<file path="src/rtl/mips_isa_pkg.sv">
// Shared MIPS ISA constants: opcodes, funct codes, command mnemonics and the
// field-packing helpers used by the instruction encoder and the control unit.
package mips_isa_pkg;

  // Primary opcodes
  localparam logic [5:0] OPC_RTYPE = 6'h00;
  localparam logic [5:0] OPC_J     = 6'h02;
  localparam logic [5:0] OPC_JAL   = 6'h03;
  localparam logic [5:0] OPC_BEQ   = 6'h04;
  localparam logic [5:0] OPC_BNE   = 6'h05;
  localparam logic [5:0] OPC_ADDI  = 6'h08;
  localparam logic [5:0] OPC_SLTI  = 6'h0A;
  localparam logic [5:0] OPC_ANDI  = 6'h0C;
  localparam logic [5:0] OPC_ORI   = 6'h0D;
  localparam logic [5:0] OPC_XORI  = 6'h0E;
  localparam logic [5:0] OPC_LW    = 6'h23;
  localparam logic [5:0] OPC_SW    = 6'h2B;

  // R-type funct codes
  localparam logic [5:0] FN_SLL = 6'h00;
  localparam logic [5:0] FN_SRL = 6'h02;
  localparam logic [5:0] FN_ADD = 6'h20;
  localparam logic [5:0] FN_SUB = 6'h22;
  localparam logic [5:0] FN_AND = 6'h24;
  localparam logic [5:0] FN_OR  = 6'h25;
  localparam logic [5:0] FN_XOR = 6'h26;
  localparam logic [5:0] FN_NOR = 6'h27;
  localparam logic [5:0] FN_SGT = 6'h29;
  localparam logic [5:0] FN_SLT = 6'h2A;

  // Symbolic command mnemonics carried on cmd_op
  typedef enum logic [4:0] {
    OP_ADD  = 5'd0,
    OP_SUB  = 5'd1,
    OP_AND  = 5'd2,
    OP_OR   = 5'd3,
    OP_SLT  = 5'd4,
    OP_SGT  = 5'd5,
    OP_XOR  = 5'd6,
    OP_NOR  = 5'd7,
    OP_SLL  = 5'd8,
    OP_SRL  = 5'd9,
    OP_ADDI = 5'd10,
    OP_ANDI = 5'd11,
    OP_ORI  = 5'd12,
    OP_XORI = 5'd13,
    OP_SLTI = 5'd14,
    OP_LW   = 5'd15,
    OP_SW   = 5'd16,
    OP_BEQ  = 5'd17,
    OP_BNE  = 5'd18,
    OP_J    = 5'd19,
    OP_JAL  = 5'd20,
    OP_JR   = 5'd21
  } cmd_op_e;

  // JR is refused along with the undefined codes: its opcode would alias ADDI
  // in the decoder, so it can never round-trip.
  function automatic logic is_invalid_op(input logic [4:0] op);
    return (op > OP_JAL);
  endfunction

  function automatic logic [31:0] r_word(input logic [4:0] rs, input logic [4:0] rt,
                                         input logic [4:0] rd, input logic [4:0] shamt,
                                         input logic [5:0] funct);
    return {OPC_RTYPE, rs, rt, rd, shamt, funct};
  endfunction

  function automatic logic [31:0] i_word(input logic [5:0] opc, input logic [4:0] rs,
                                         input logic [4:0] rt, input logic [15:0] imm);
    return {opc, rs, rt, imm};
  endfunction

  function automatic logic [31:0] j_word(input logic [5:0] opc, input logic [25:0] target);
    return {opc, target};
  endfunction

endpackage

</file>
<file path="src/rtl/inst_fifo.sv">
// Small synchronous word FIFO between the encoder and the instruction-memory
// write port. Head word reads as zero while empty so the port idles quietly.
module inst_fifo
  import mips_isa_pkg::*;
#(
  parameter int DEPTH = 4,
  parameter int WIDTH = 32
) (
  input  logic             clk,
  input  logic             rst_n,
  input  logic             clear,
  input  logic             push,
  input  logic [WIDTH-1:0] push_data,
  input  logic             pop,
  output logic [WIDTH-1:0] pop_data,
  output logic             full,
  output logic             empty
);

  localparam int AW = (DEPTH > 1) ? $clog2(DEPTH) : 1;
  localparam logic [AW:0] FULL_CNT = (AW + 1)'(DEPTH);

  logic [WIDTH-1:0] mem_q [DEPTH];
  logic [WIDTH-1:0] mem_d [DEPTH];
  logic [AW-1:0]    wr_ptr_q, wr_ptr_d;
  logic [AW-1:0]    rd_ptr_q, rd_ptr_d;
  logic [AW:0]      count_q, count_d;
  logic             push_ok;
  logic             pop_ok;

  assign full     = (count_q == FULL_CNT);
  assign empty    = (count_q == '0);
  assign push_ok  = push && !full;
  assign pop_ok   = pop && !empty;
  assign pop_data = empty ? '0 : mem_q[rd_ptr_q];

  // Next-state for storage, pointers and occupancy; clear drops everything.
  always_comb begin
    mem_d    = mem_q;
    wr_ptr_d = wr_ptr_q;
    rd_ptr_d = rd_ptr_q;
    count_d  = count_q;
    if (clear) begin
      wr_ptr_d = '0;
      rd_ptr_d = '0;
      count_d  = '0;
    end else begin
      if (push_ok) begin
        mem_d[wr_ptr_q] = push_data;
        wr_ptr_d        = wr_ptr_q + 1'b1;
      end
      if (pop_ok) begin
        rd_ptr_d = rd_ptr_q + 1'b1;
      end
      case ({push_ok, pop_ok})
        2'b10:   count_d = count_q + 1'b1;
        2'b01:   count_d = count_q - 1'b1;
        default: count_d = count_q;
      endcase
    end
  end

  // State register with async reset.
  always_ff @(posedge clk or negedge rst_n) begin
    if (!rst_n) begin
      mem_q    <= '{default: '0};
      wr_ptr_q <= '0;
      rd_ptr_q <= '0;
      count_q  <= '0;
    end else begin
      mem_q    <= mem_d;
      wr_ptr_q <= wr_ptr_d;
      rd_ptr_q <= rd_ptr_d;
      count_q  <= count_d;
    end
  end

endmodule

</file>
<file path="src/rtl/inst_encoder.sv">
// Streaming instruction encoder: packs symbolic commands into MIPS machine
// words, buffers them, and writes them to instruction memory at an
// auto-incrementing word address.
module inst_encoder
  import mips_isa_pkg::*;
#(
  parameter int                ADDR_W    = 8,
  parameter logic [ADDR_W-1:0] BASE_ADDR = '0,
  parameter int                DEPTH     = 4
) (
  input  logic              clk,
  input  logic              rst_n,
  input  logic              restart,
  input  logic              cmd_valid,
  output logic              cmd_ready,
  input  logic [4:0]        cmd_op,
  input  logic [4:0]        cmd_rs,
  input  logic [4:0]        cmd_rt,
  input  logic [4:0]        cmd_rd,
  input  logic [4:0]        cmd_shamt,
  input  logic [15:0]       cmd_imm,
  input  logic [25:0]       cmd_target,
  output logic              im_valid,
  input  logic              im_ready,
  output logic [ADDR_W-1:0] im_addr,
  output logic [31:0]       im_data,
  output logic              err_invalid,
  output logic [7:0]        err_count,
  output logic              addr_wrapped
);

  logic [31:0]       enc_word;
  logic              fifo_full;
  logic              fifo_empty;
  logic              cmd_accept;
  logic              cmd_bad;
  logic              push;
  logic              pop;

  logic [ADDR_W-1:0] addr_q, addr_d;
  logic              wrapped_q, wrapped_d;
  logic              err_invalid_q, err_invalid_d;
  logic [7:0]        err_count_q, err_count_d;

  // Restart wins over any handshake: no accept and no write in that cycle.
  assign cmd_ready  = !fifo_full && !restart;
  assign cmd_accept = cmd_valid && cmd_ready;
  assign cmd_bad    = is_invalid_op(cmd_op);
  assign push       = cmd_accept && !cmd_bad;
  assign im_valid   = !fifo_empty;
  assign pop        = im_valid && im_ready && !restart;

  // Combinational field packing from the command mnemonic.
  always_comb begin
    enc_word = '0;
    case (cmd_op)
      OP_ADD:  enc_word = r_word(cmd_rs, cmd_rt, cmd_rd, 5'd0, FN_ADD);
      OP_SUB:  enc_word = r_word(cmd_rs, cmd_rt, cmd_rd, 5'd0, FN_SUB);
      OP_AND:  enc_word = r_word(cmd_rs, cmd_rt, cmd_rd, 5'd0, FN_AND);
      OP_OR:   enc_word = r_word(cmd_rs, cmd_rt, cmd_rd, 5'd0, FN_OR);
      OP_SLT:  enc_word = r_word(cmd_rs, cmd_rt, cmd_rd, 5'd0, FN_SLT);
      OP_SGT:  enc_word = r_word(cmd_rs, cmd_rt, cmd_rd, 5'd0, FN_SGT);
      OP_XOR:  enc_word = r_word(cmd_rs, cmd_rt, cmd_rd, 5'd0, FN_XOR);
      OP_NOR:  enc_word = r_word(cmd_rs, cmd_rt, cmd_rd, 5'd0, FN_NOR);
      OP_SLL:  enc_word = r_word(5'd0, cmd_rt, cmd_rd, cmd_shamt, FN_SLL);
      OP_SRL:  enc_word = r_word(5'd0, cmd_rt, cmd_rd, cmd_shamt, FN_SRL);
      OP_ADDI: enc_word = i_word(OPC_ADDI, cmd_rs, cmd_rt, cmd_imm);
      OP_ANDI: enc_word = i_word(OPC_ANDI, cmd_rs, cmd_rt, cmd_imm);
      OP_ORI:  enc_word = i_word(OPC_ORI,  cmd_rs, cmd_rt, cmd_imm);
      OP_XORI: enc_word = i_word(OPC_XORI, cmd_rs, cmd_rt, cmd_imm);
      OP_SLTI: enc_word = i_word(OPC_SLTI, cmd_rs, cmd_rt, cmd_imm);
      OP_LW:   enc_word = i_word(OPC_LW,   cmd_rs, cmd_rt, cmd_imm);
      OP_SW:   enc_word = i_word(OPC_SW,   cmd_rs, cmd_rt, cmd_imm);
      OP_BEQ:  enc_word = i_word(OPC_BEQ,  cmd_rs, cmd_rt, cmd_imm);
      OP_BNE:  enc_word = i_word(OPC_BNE,  cmd_rs, cmd_rt, cmd_imm);
      OP_J:    enc_word = j_word(OPC_J,   cmd_target);
      OP_JAL:  enc_word = j_word(OPC_JAL, cmd_target);
      default: enc_word = '0;
    endcase
  end

  inst_fifo #(
    .DEPTH (DEPTH),
    .WIDTH (32)
  ) u_fifo (
    .clk       (clk),
    .rst_n     (rst_n),
    .clear     (restart),
    .push      (push),
    .push_data (enc_word),
    .pop       (pop),
    .pop_data  (im_data),
    .full      (fifo_full),
    .empty     (fifo_empty)
  );

  // Address counter, wrap flag and rejected-command bookkeeping.
  always_comb begin
    addr_d        = addr_q;
    wrapped_d     = wrapped_q;
    err_invalid_d = 1'b0;
    err_count_d   = err_count_q;
    if (restart) begin
      addr_d      = BASE_ADDR;
      wrapped_d   = 1'b0;
      err_count_d = '0;
    end else begin
      if (pop) begin
        addr_d = addr_q + 1'b1;
        if (&addr_q) begin
          wrapped_d = 1'b1;
        end
      end
      if (cmd_accept && cmd_bad) begin
        err_invalid_d = 1'b1;
        if (err_count_q != 8'hFF) begin
          err_count_d = err_count_q + 8'd1;
        end
      end
    end
  end

  // Control registers with async reset.
  always_ff @(posedge clk or negedge rst_n) begin
    if (!rst_n) begin
      addr_q        <= BASE_ADDR;
      wrapped_q     <= 1'b0;
      err_invalid_q <= 1'b0;
      err_count_q   <= '0;
    end else begin
      addr_q        <= addr_d;
      wrapped_q     <= wrapped_d;
      err_invalid_q <= err_invalid_d;
      err_count_q   <= err_count_d;
    end
  end

  assign im_addr      = addr_q;
  assign addr_wrapped = wrapped_q;
  assign err_invalid  = err_invalid_q;
  assign err_count    = err_count_q;

endmodule

</file>
<file path="config.mk">
export PLATFORM = sky130hd
export DESIGN_NAME = inst_encoder
export DESIGN_NICKNAME = d
export VERILOG_FILES = /design/src/rtl/mips_isa_pkg.sv /design/src/rtl/inst_fifo.sv /design/src/rtl/inst_encoder.sv
export SDC_FILE = /design/constraint.sdc
export NUM_CORES = 1
export LEC_CHECK = 0
export ABC_AREA = 1
export CAP_MARGIN = 20
export CORE_MARGIN = 4
export CORE_UTILIZATION = 59
export CTS_CLUSTER_SIZE = 12
export DETAILED_ROUTE_END_ITERATION = 7
export GPL_TIMING_DRIVEN = 0
export HOLD_SLACK_MARGIN = 0.1
export PLACE_DENSITY = 0.86
export REMOVE_ABC_BUFFERS = 1
export SYNTH_ARGS = -nofsm -noshare
export SYNTH_HDL_FRONTEND = slang
export SYNTH_HIERARCHICAL = 1
export SYNTH_SLANG_ARGS = --single-unit
</file>
<file path="constraint.sdc">
create_clock -name clk -period 6.53 [get_ports clk]
set_input_delay 0.653 -clock clk [delete_from_list [all_inputs] [get_ports clk]]
set_output_delay 0.653 -clock clk [all_outputs]
set_load 0.1 [all_outputs]
</file>
==> results by group, run 1 <==
Run status
  • Status: completed

Synth
  • Count leader, synth: nand2_1
  • Post-synth top area cell: dfrtp_1
  • Mux contribution to synthesized area: 0%
  • Post-synth top area share: 46.2%
  • Cells after synthesis: 1071
  • Synth cell count leaders: 257 x nand2_1, 165 x nor2_1, 153 x dfrtp_1
  • Post-Synth Simple-Gate Area: 25.8%
  • Xor and xnor area share after synthesis: 0.740%
  • Prevailing post-synth register cell: dfrtp_1
  • Synth Area in Compound Gates: 17.2%
  • Sequential fraction of the synthesis area: 46.2%
  • Ranking of synthesized cells by area: dfrtp_1 46%, nand2_1 12%, nor2_1 7.5%
  • Syn_area_per_cell: 7.74 um^2
  • Netlist cell types: 37
  • Async SR Flop Fraction: 100%
  • Yosys warns: 6
  • Adder-cell share of the synthesized area: 1.15%
  • Mapped Area: 0.00829 mm^2
  • Yosys reg bits: 153
  • Largest family of logic cells by synthesized area: simple AND/OR/NAND/NOR gates
  • Number of flops mapped to enable cells by yosys: 0

Clocking
  • Hold-fix buffers, CTS: 0
  • Bufs on Longest Clock Path: 2
  • H-Tree Level Count: 4
  • Post-CTS Setup Inserts: 0
  • Clk pin slew, worst setup/hold paths: 60 ps
  • Root buf cell: clkbuf_16
  • Cts bufs inserted: 17
  • Sink Count: 153
  • Gates resized, CTS repair: 0
  • Clock Latency Late Sink: 430 ps
  • CTS tree: built

Pwr
  • P_sw: 1.25 mW
  • Leak: 4.65 nW
  • Sw Share: 38.6%
  • Clock Power Share: 32.0%
  • Power share of the combinational group: 33.5%
  • Int Power: 1.98 mW
  • Part of the power in registers: 34.6%
  • Worst vdd ir: 0.207 mV
  • Cell Pwr Density: 320 mW/mm^2
  • Final Power: 3.23 mW

Detailed routing
  • Vias/cell: 5.54
  • DR iter-0 viols: 897
  • ANT nets after route: 0
  • DR WL/cell: 15.6 um
  • Drt pass-1 iters: 5
  • Vias: 7517
  • DRT Wirelength: 21.2 mm
  • DRC viols: 0

Timing
  • Max frequency: 213 MHz
  • Tmin final: 4700 ps
  • # setup viols final: 0
  • Relative slew margins: 29.4%
  • Tcrit/Tclk final: 72.0%
  • Final hold vios: 0
  • RSZ-0062 raised after global routing: no
  • Worst-margin pin slew: 1060 ps
  • Final Skew: 7.58 ps
  • Fin worst setup slack: 1830 ps
  • Max-slew violation count: 0

Place
  • Dpl ws: 2340 ps
  • Area after DPL: 0.00945 mm^2
  • Gp weighted congestion: 0.887
  • PortBufs: 123
  • HPWL after DPL: 13.0 mm

Floorplan
  • Rows: 43
  • I/O pins: 124
  • Initial Util: 59.9%
  • Die H: 127 um
  • Core Region: 0.0138 mm^2
  • DIE AREA: 0.0160 mm^2
  • DIE WIDTH: 127 um

Critical path
  • CP endpoint kind: primary output
  • Required time of the critical path: 5880 ps
  • CP Launch Type: flip-flop
  • Crit-path cells: clkinv_1, buf_16, nor2_1, o21ai_0, a21oi_1, clkdlybuf4s50_1
  • Reg-to-reg endpoint: u_fifo/count_q[2]
  • CP arrival: 4050 ps
  • R2R setup slack: 3420 ps
  • RR Startpoint: u_fifo/count_q[0]
  • Critical path fanouts, max: 24
  • Setup CP Type: flip-flop to primary output
  • CP max stage delay: 1200 ps
  • R2r worst-path depth: 16
  • CP max stage cell: clkdlybuf4s50_1

GRT
  • Grt ovf: 0
  • Antenna violations before repair: 1
  • Global-route wire length before repair: 34.9 mm
  • Largest net degree at the start of global routing: 97
  • Global Route Usage Sum: 26.9%
  • Number of global-route vias before repair: 7300

Run
  • Max Cap Viol: 0

Layout
  • Finished Cell Area: 0.0101 mm^2
  • Share of post-route cells with drive strength above 1: 8.76%
  • Area grow syn2layout: 21.5%
  • Diode count: 0
  • Final #Nets: 1242

Hold path
  • Hold Path Class: input port to async pin
-- per-layer routing --
layer | global-route usage (%) | routed length (um) | up-vias
met5 | 0 | 0 | -
met4 | 9.91 | 424 | 0
met3 | 6.11 | 1390 | 39
met2 | 44.8 | 10500 | 266
met1 | 34.5 | 8900 | 3557
li1 | - | - | 3655
-- layout by cell type, fill, tap and decap left out, drive strengths merged, types with 2 or more instances in the layout --
master         instances
nand2                272
xor2                   5
xnor2                  2
a22oi                  6
buf                    6
nor2                 174
dfrtp                153
nand3                 43
a21oi                 48
clkinvlp               2
nand4                  8
a211oi                 2
inv                   82
clkdlybuf4s50        122
clkbuf                17
clkinv                 9
nand3b                 4
nor3                   6
ha                     6
bufinv                 4
o21ai                199
-- stage by stage --
stage               util (%)  setup TNS (ps)  hold WS, ps  std cells
floorplan                  -               0          357       1016
global placement        67.4         -183360          458       1319
detailed placement      68.3               0          462       1324
CTS                     72.9               0          194       1356
global route            72.9               0          216       1356
finish                  72.9               0          180       1356
-- flip-flops by register name, summed over array words and instances (netlist names) --
name	cells
u_fifo/mem_q	128
err_count	8
im_addr	8
u_fifo/count_q	3
u_fifo/rd_ptr_q	2
u_fifo/wr_ptr_q	2
addr_wrapped	1
err_invalid	1
-- worst max-delay path, delay by kind of cell, from the launching register on --
kind,cells,cell delay [ps]
DFF,1,880
AOI/OAI and AO/OA,2,360
buffers and inverters,3,2260
and+or+nand+nor,1,110
-- cell families (layout without fill, tap and decap cells) --
| family | count (synthesis) | count (layout) |
|---|---|---|
| and+or+nand+nor | 508 | 508 |
| AOI/OAI and AO/OA | 258 | 258 |
| DFF | 153 | 153 |
| other | 1 | 1 |
| buffers and inverters | 137 | 242 |
| adders and majority gates | 7 | 7 |
| xor gates and xnor gates | 7 | 7 |
-- power groups by stage --
| stage | registers (mW) | logic, mW | clock network (mW) |
|---|---|---|---|
| after floorplan | 1.14 | 0.742 | 0 |
| after global placement | 1.13 | 1.02 | 0 |
| after detailed placement | 1.13 | 1.07 | 0 |
| after CTS | 1.11 | 1.08 | 1.05 |
| after global routing | 1.13 | 1.16 | 1.09 |
| final | 1.12 | 1.08 | 1.03 |
-- worst max path at each step --
| stage | startpoint | end | slack [ps] | depth (start not counted) |
|---|---|---|---|---|
| finish | u_fifo/rd_ptr_q[1] | im_data[29] | 1830 | 6 |
| global route | u_fifo/rd_ptr_q[1] | im_data[12] | 1700 | 6 |
| CTS | u_fifo/rd_ptr_q[1] | im_data[29] | 1850 | 6 |
| detailed placement | u_fifo/rd_ptr_q[1] | im_data[29] | 2340 | 6 |
| global placement | rst_n | err_count[4] | -1210 | 1 |
| floorplan | u_fifo/rd_ptr_q[1] | im_data[0] | 2560 | 4 |
-- area by class of cell --
| cell class | instances | area [um^2] |
|---|---|---|
| sequential | 153 | 3830 |
| fill | 1012 | 3750 |
| multi-input combinational | 781 | 3720 |
| timing repair buffer | 128 | 1360 |
| clock buffer | 17 | 425 |
| inverter | 82 | 308 |
| tap | 180 | 225 |
| clock inverter | 15 | 199 |
No activity file was read; power rests on OpenSTA's default activity.
==> run 2, diff against run 1 <==
Settings changed: CORE_UTILIZATION 59 to 50, PLACE_DENSITY 0.86 to 0.78.
Clock period 6.53 ns to 3.8 ns, I/O delays scaled along.
==> run 2 against run 1 <==
Compared with the run above: clock skew down 1.6 ps; combinational power grew 66%; largest power group unchanged; power is 67% higher; routed wire length is 1.1% lower; sequential share of layout area grew 0.13 points; critical endpoint is now im_data[31]; sequential power up 71%; largest cell class unchanged; non-clock buffer count increased by 1; final cell count up 2.7%.
==> results by group, run 2 (same netlist as run 1, synthesis figures left out) <==
Clocking
  • H-Tree Level Count: 4 (unchanged)
  • Sink Count: 153 (unchanged)
  • Bufs on Longest Clock Path: 2 (unchanged)
  • Clock Latency Late Sink: 420 ps (about the same)
  • Cts bufs inserted: 17 (unchanged)
  • Clk pin slew, worst setup/hold paths: 60 ps (about the same)
  • Root buf cell: clkbuf_16
  • CTS tree: built
  • Post-CTS Setup Inserts: 0 (unchanged)

Place
  • Dpl cells: 1360 (+2.7%)
  • HPWL after DPL: 13.0 mm (-0.23%)
  • Dpl ws: -205 ps (-2540 ps)
  • Gp weighted congestion: 0.889 (+0.26%)
  • PortBufs: 123 (unchanged)

GRT
  • Global-route wire length before repair: 34.7 mm (-0.52%)
  • Antenna violations before repair: 0 (-1)
  • Global Route Usage Sum: 23.4% (-3.5 points)
  • Grt ovf: 0 (unchanged)
  • Largest net degree at the start of global routing: 95 (-2.1%)
  • Number of global-route vias before repair: 6886 (-5.7%)

Floorplan
  • DIE AREA: 0.0187 mm^2 (+17%)
  • I/O pins: 124 (unchanged)
  • DIE WIDTH: 137 um (+8.1%)
  • Initial Util: 51.6% (-8.3 points)
  • Die H: 137 um (+8.1%)
  • Core Region: 0.0161 mm^2 (+16%)
  • Rows: 46 (+7.0%)

Critical path
  • CP max stage delay: 650 ps (-550 ps)
  • CP max stage cell: dfrtp_2
  • CP most frequent cell: buf_16
  • CP Launch Type: flip-flop
  • Required time of the critical path: 3420 ps (-2460 ps)
  • CP arrival: 3230 ps (-820 ps)
  • WP buf/inv: 4 (+1)
  • Setup CP Type: flip-flop to primary output
  • R2r worst-path depth: 17 (+1)
  • Critical path fanouts, max: 21 (-13%)
  • Critical path's top delay family: buffers and inverters
  • Crit path depth: 7 (+1)
  • CP endpoint kind: primary output
  • Crit-path cells: buf_16, clkinv_1, buf_16, nor2_1, o21ai_0, a21oi_1, clkdlybuf4s15_2

Detailed routing
  • DRT Wirelength: 21.0 mm (-1.1%)
  • DR WL/cell: 15.1 um (-3.7%)
  • Vias: 7387 (-1.7%)
  • DR iter-0 viols: 669 (-25%)
  • Vias/cell: 5.30 (-4.3%)
  • DRC viols: 0 (unchanged)
  • Drt pass-1 iters: 5 (unchanged)
  • ANT nets after route: 0 (unchanged)

Timing
  • Final hold vios: 0 (unchanged)
  • Fin worst setup slack: 187 ps (-1640 ps)
  • Max frequency: 277 MHz
  • Max-slew violation count: 0 (unchanged)
  • # setup viols final: 0 (unchanged)
  • RSZ-0062 raised after global routing: no
  • Tcrit/Tclk final: 95.1%
  • Final Skew: 5.95 ps (-1.63 ps)
  • Tmin final: 3610 ps
  • Relative slew margins: 33.8% (+4.4 points)
  • Hold_ws: 477 ps (+297 ps)
  • Worst-margin pin slew: 997 ps (-60.2 ps)

Layout
  • Most common cell after layout, fill and taps aside: nand2_1
  • Share of post-route cells with drive strength above 1: 10.6% (+1.9 points)
  • Reg with most FFs: u_fifo/mem_q
  • Commonest non-fill, non-tap cells in the layout: 257 x nand2_1, 165 x nor2_1, 151 x dfrtp_1
  • Final #Nets: 1243 (+0.081%)
  • Area grow syn2layout: 21.2%
  • Fin util: 62.6% (-10 points)
  • Fin cells: 1393 (+2.7%)
  • Filler cells: 1429 (+41%)
  • Diode count: 0 (unchanged)
  • Max reg flops: 128 (unchanged)

Pwr
  • Cell Pwr Density: 537 mW/mm^2 (+68%)
  • Worst vdd ir: 0.321 mV (+55%)
  • Leak: 4.70 nW (+0.96%)

Hold path
  • Worst Hold Depth: 2
  • Hold Path Class: flip-flop to flip-flop

Run
  • Max Cap Viol: 0 (unchanged)

Run status
  • Status: completed
[run 2: cell types whose count changed in the layout (fill, tap and decap cells not counted), sizes merged]
cell / before / now
dlygate4sd2: 0 / 9
clkdlybuf4s50: 122 / 90
clkdlybuf4s15: 0 / 11
inv: 82 / 84
clkbuf: 17 / 30
bufinv: 4 / 2
dlygate4sd3: 0 / 1
clkinvlp: 2 / 1
[run 2: worst register-to-register path, cell delays in order (launching register included)]
cell and delay, ps:
dfrtp_1 440, nor2_2 170, nand2_1 100, inv_1 610, buf_16 250, nor2_1 110
inv_1 60, nor2_1 70, nand2_1 180, inv_1 70, nand2_1 130, inv_1 70
fa_1 410, xor2_1 180, nand3_1 90, nand2_1 50, nand2_1 50, nand2_1 60
[run 2: metrics by stage]
step | setup TNS (ps) | instance area (um^2) | power, mW
detailed placement | -2110 | 9500 | 3.78
CTS | 0 | 10100 | 5.44
floorplan | 0 | 7860 | 3.24
global route | 0 | 10000 | 5.67
global placement | -627020 | 9360 | 3.72
finish | 0 | 10000 | 5.39
[run 2: repair_timing]
action | 4_1_cts | 5_1_grt
resized for setup | 60 | 19
endpoints found under the setup margin | 32 | 13
hold buffers | 1 | 0
hold endpoints to repair | 59 | 0
[run 2: final timing paths]
path	from	to	slack, ps
max	u_fifo/rd_ptr_q[1]	im_data[31]	190
min	u_fifo/mem_q[81]	u_fifo/mem_q[81]	480
max reg2reg	u_fifo/count_q[0]	u_fifo/count_q[2]	590
min reg2reg	u_fifo/mem_q[81]	u_fifo/mem_q[81]	480
max in group asynchronous	rst_n	err_count[2]	2440
min in group asynchronous	rst_n	u_fifo/mem_q[68]	490
[run 2: where the power goes]
part	internal (mW)	total (mW)	switching, mW	leakage, nW
clock	0.984	1.69	0.704	0.289
combinational	0.445	1.79	1.34	2.31
sequential	1.80	1.92	0.115	2.09
total	3.23	5.39	2.16	4.70
[run 2: layer usage]
layer | routed length, um | up-vias | GRT usage, % | share of wire [%]
li1 | - | 3655 | - | -
met1 | 9450 | 3473 | 32.2 | 45
met2 | 9870 | 235 | 37.5 | 47
met3 | 1370 | 24 | 5.59 | 6.5
met4 | 280 | 0 | 5.82 | 1.3
met5 | 0 | - | 0 | 0
[run 2: cell type report]
class                      count  area (um^2)  share of cell area (%)
sequential                   153         3830                    38.1
multi-input combinational    781         3720                    37.1
timing repair buffer         129         1310                    13.1
clock buffer                  18          429                    4.27
inverter                      82          310                    3.09
tap                          216          270                    2.69
clock inverter                14          165                    1.64
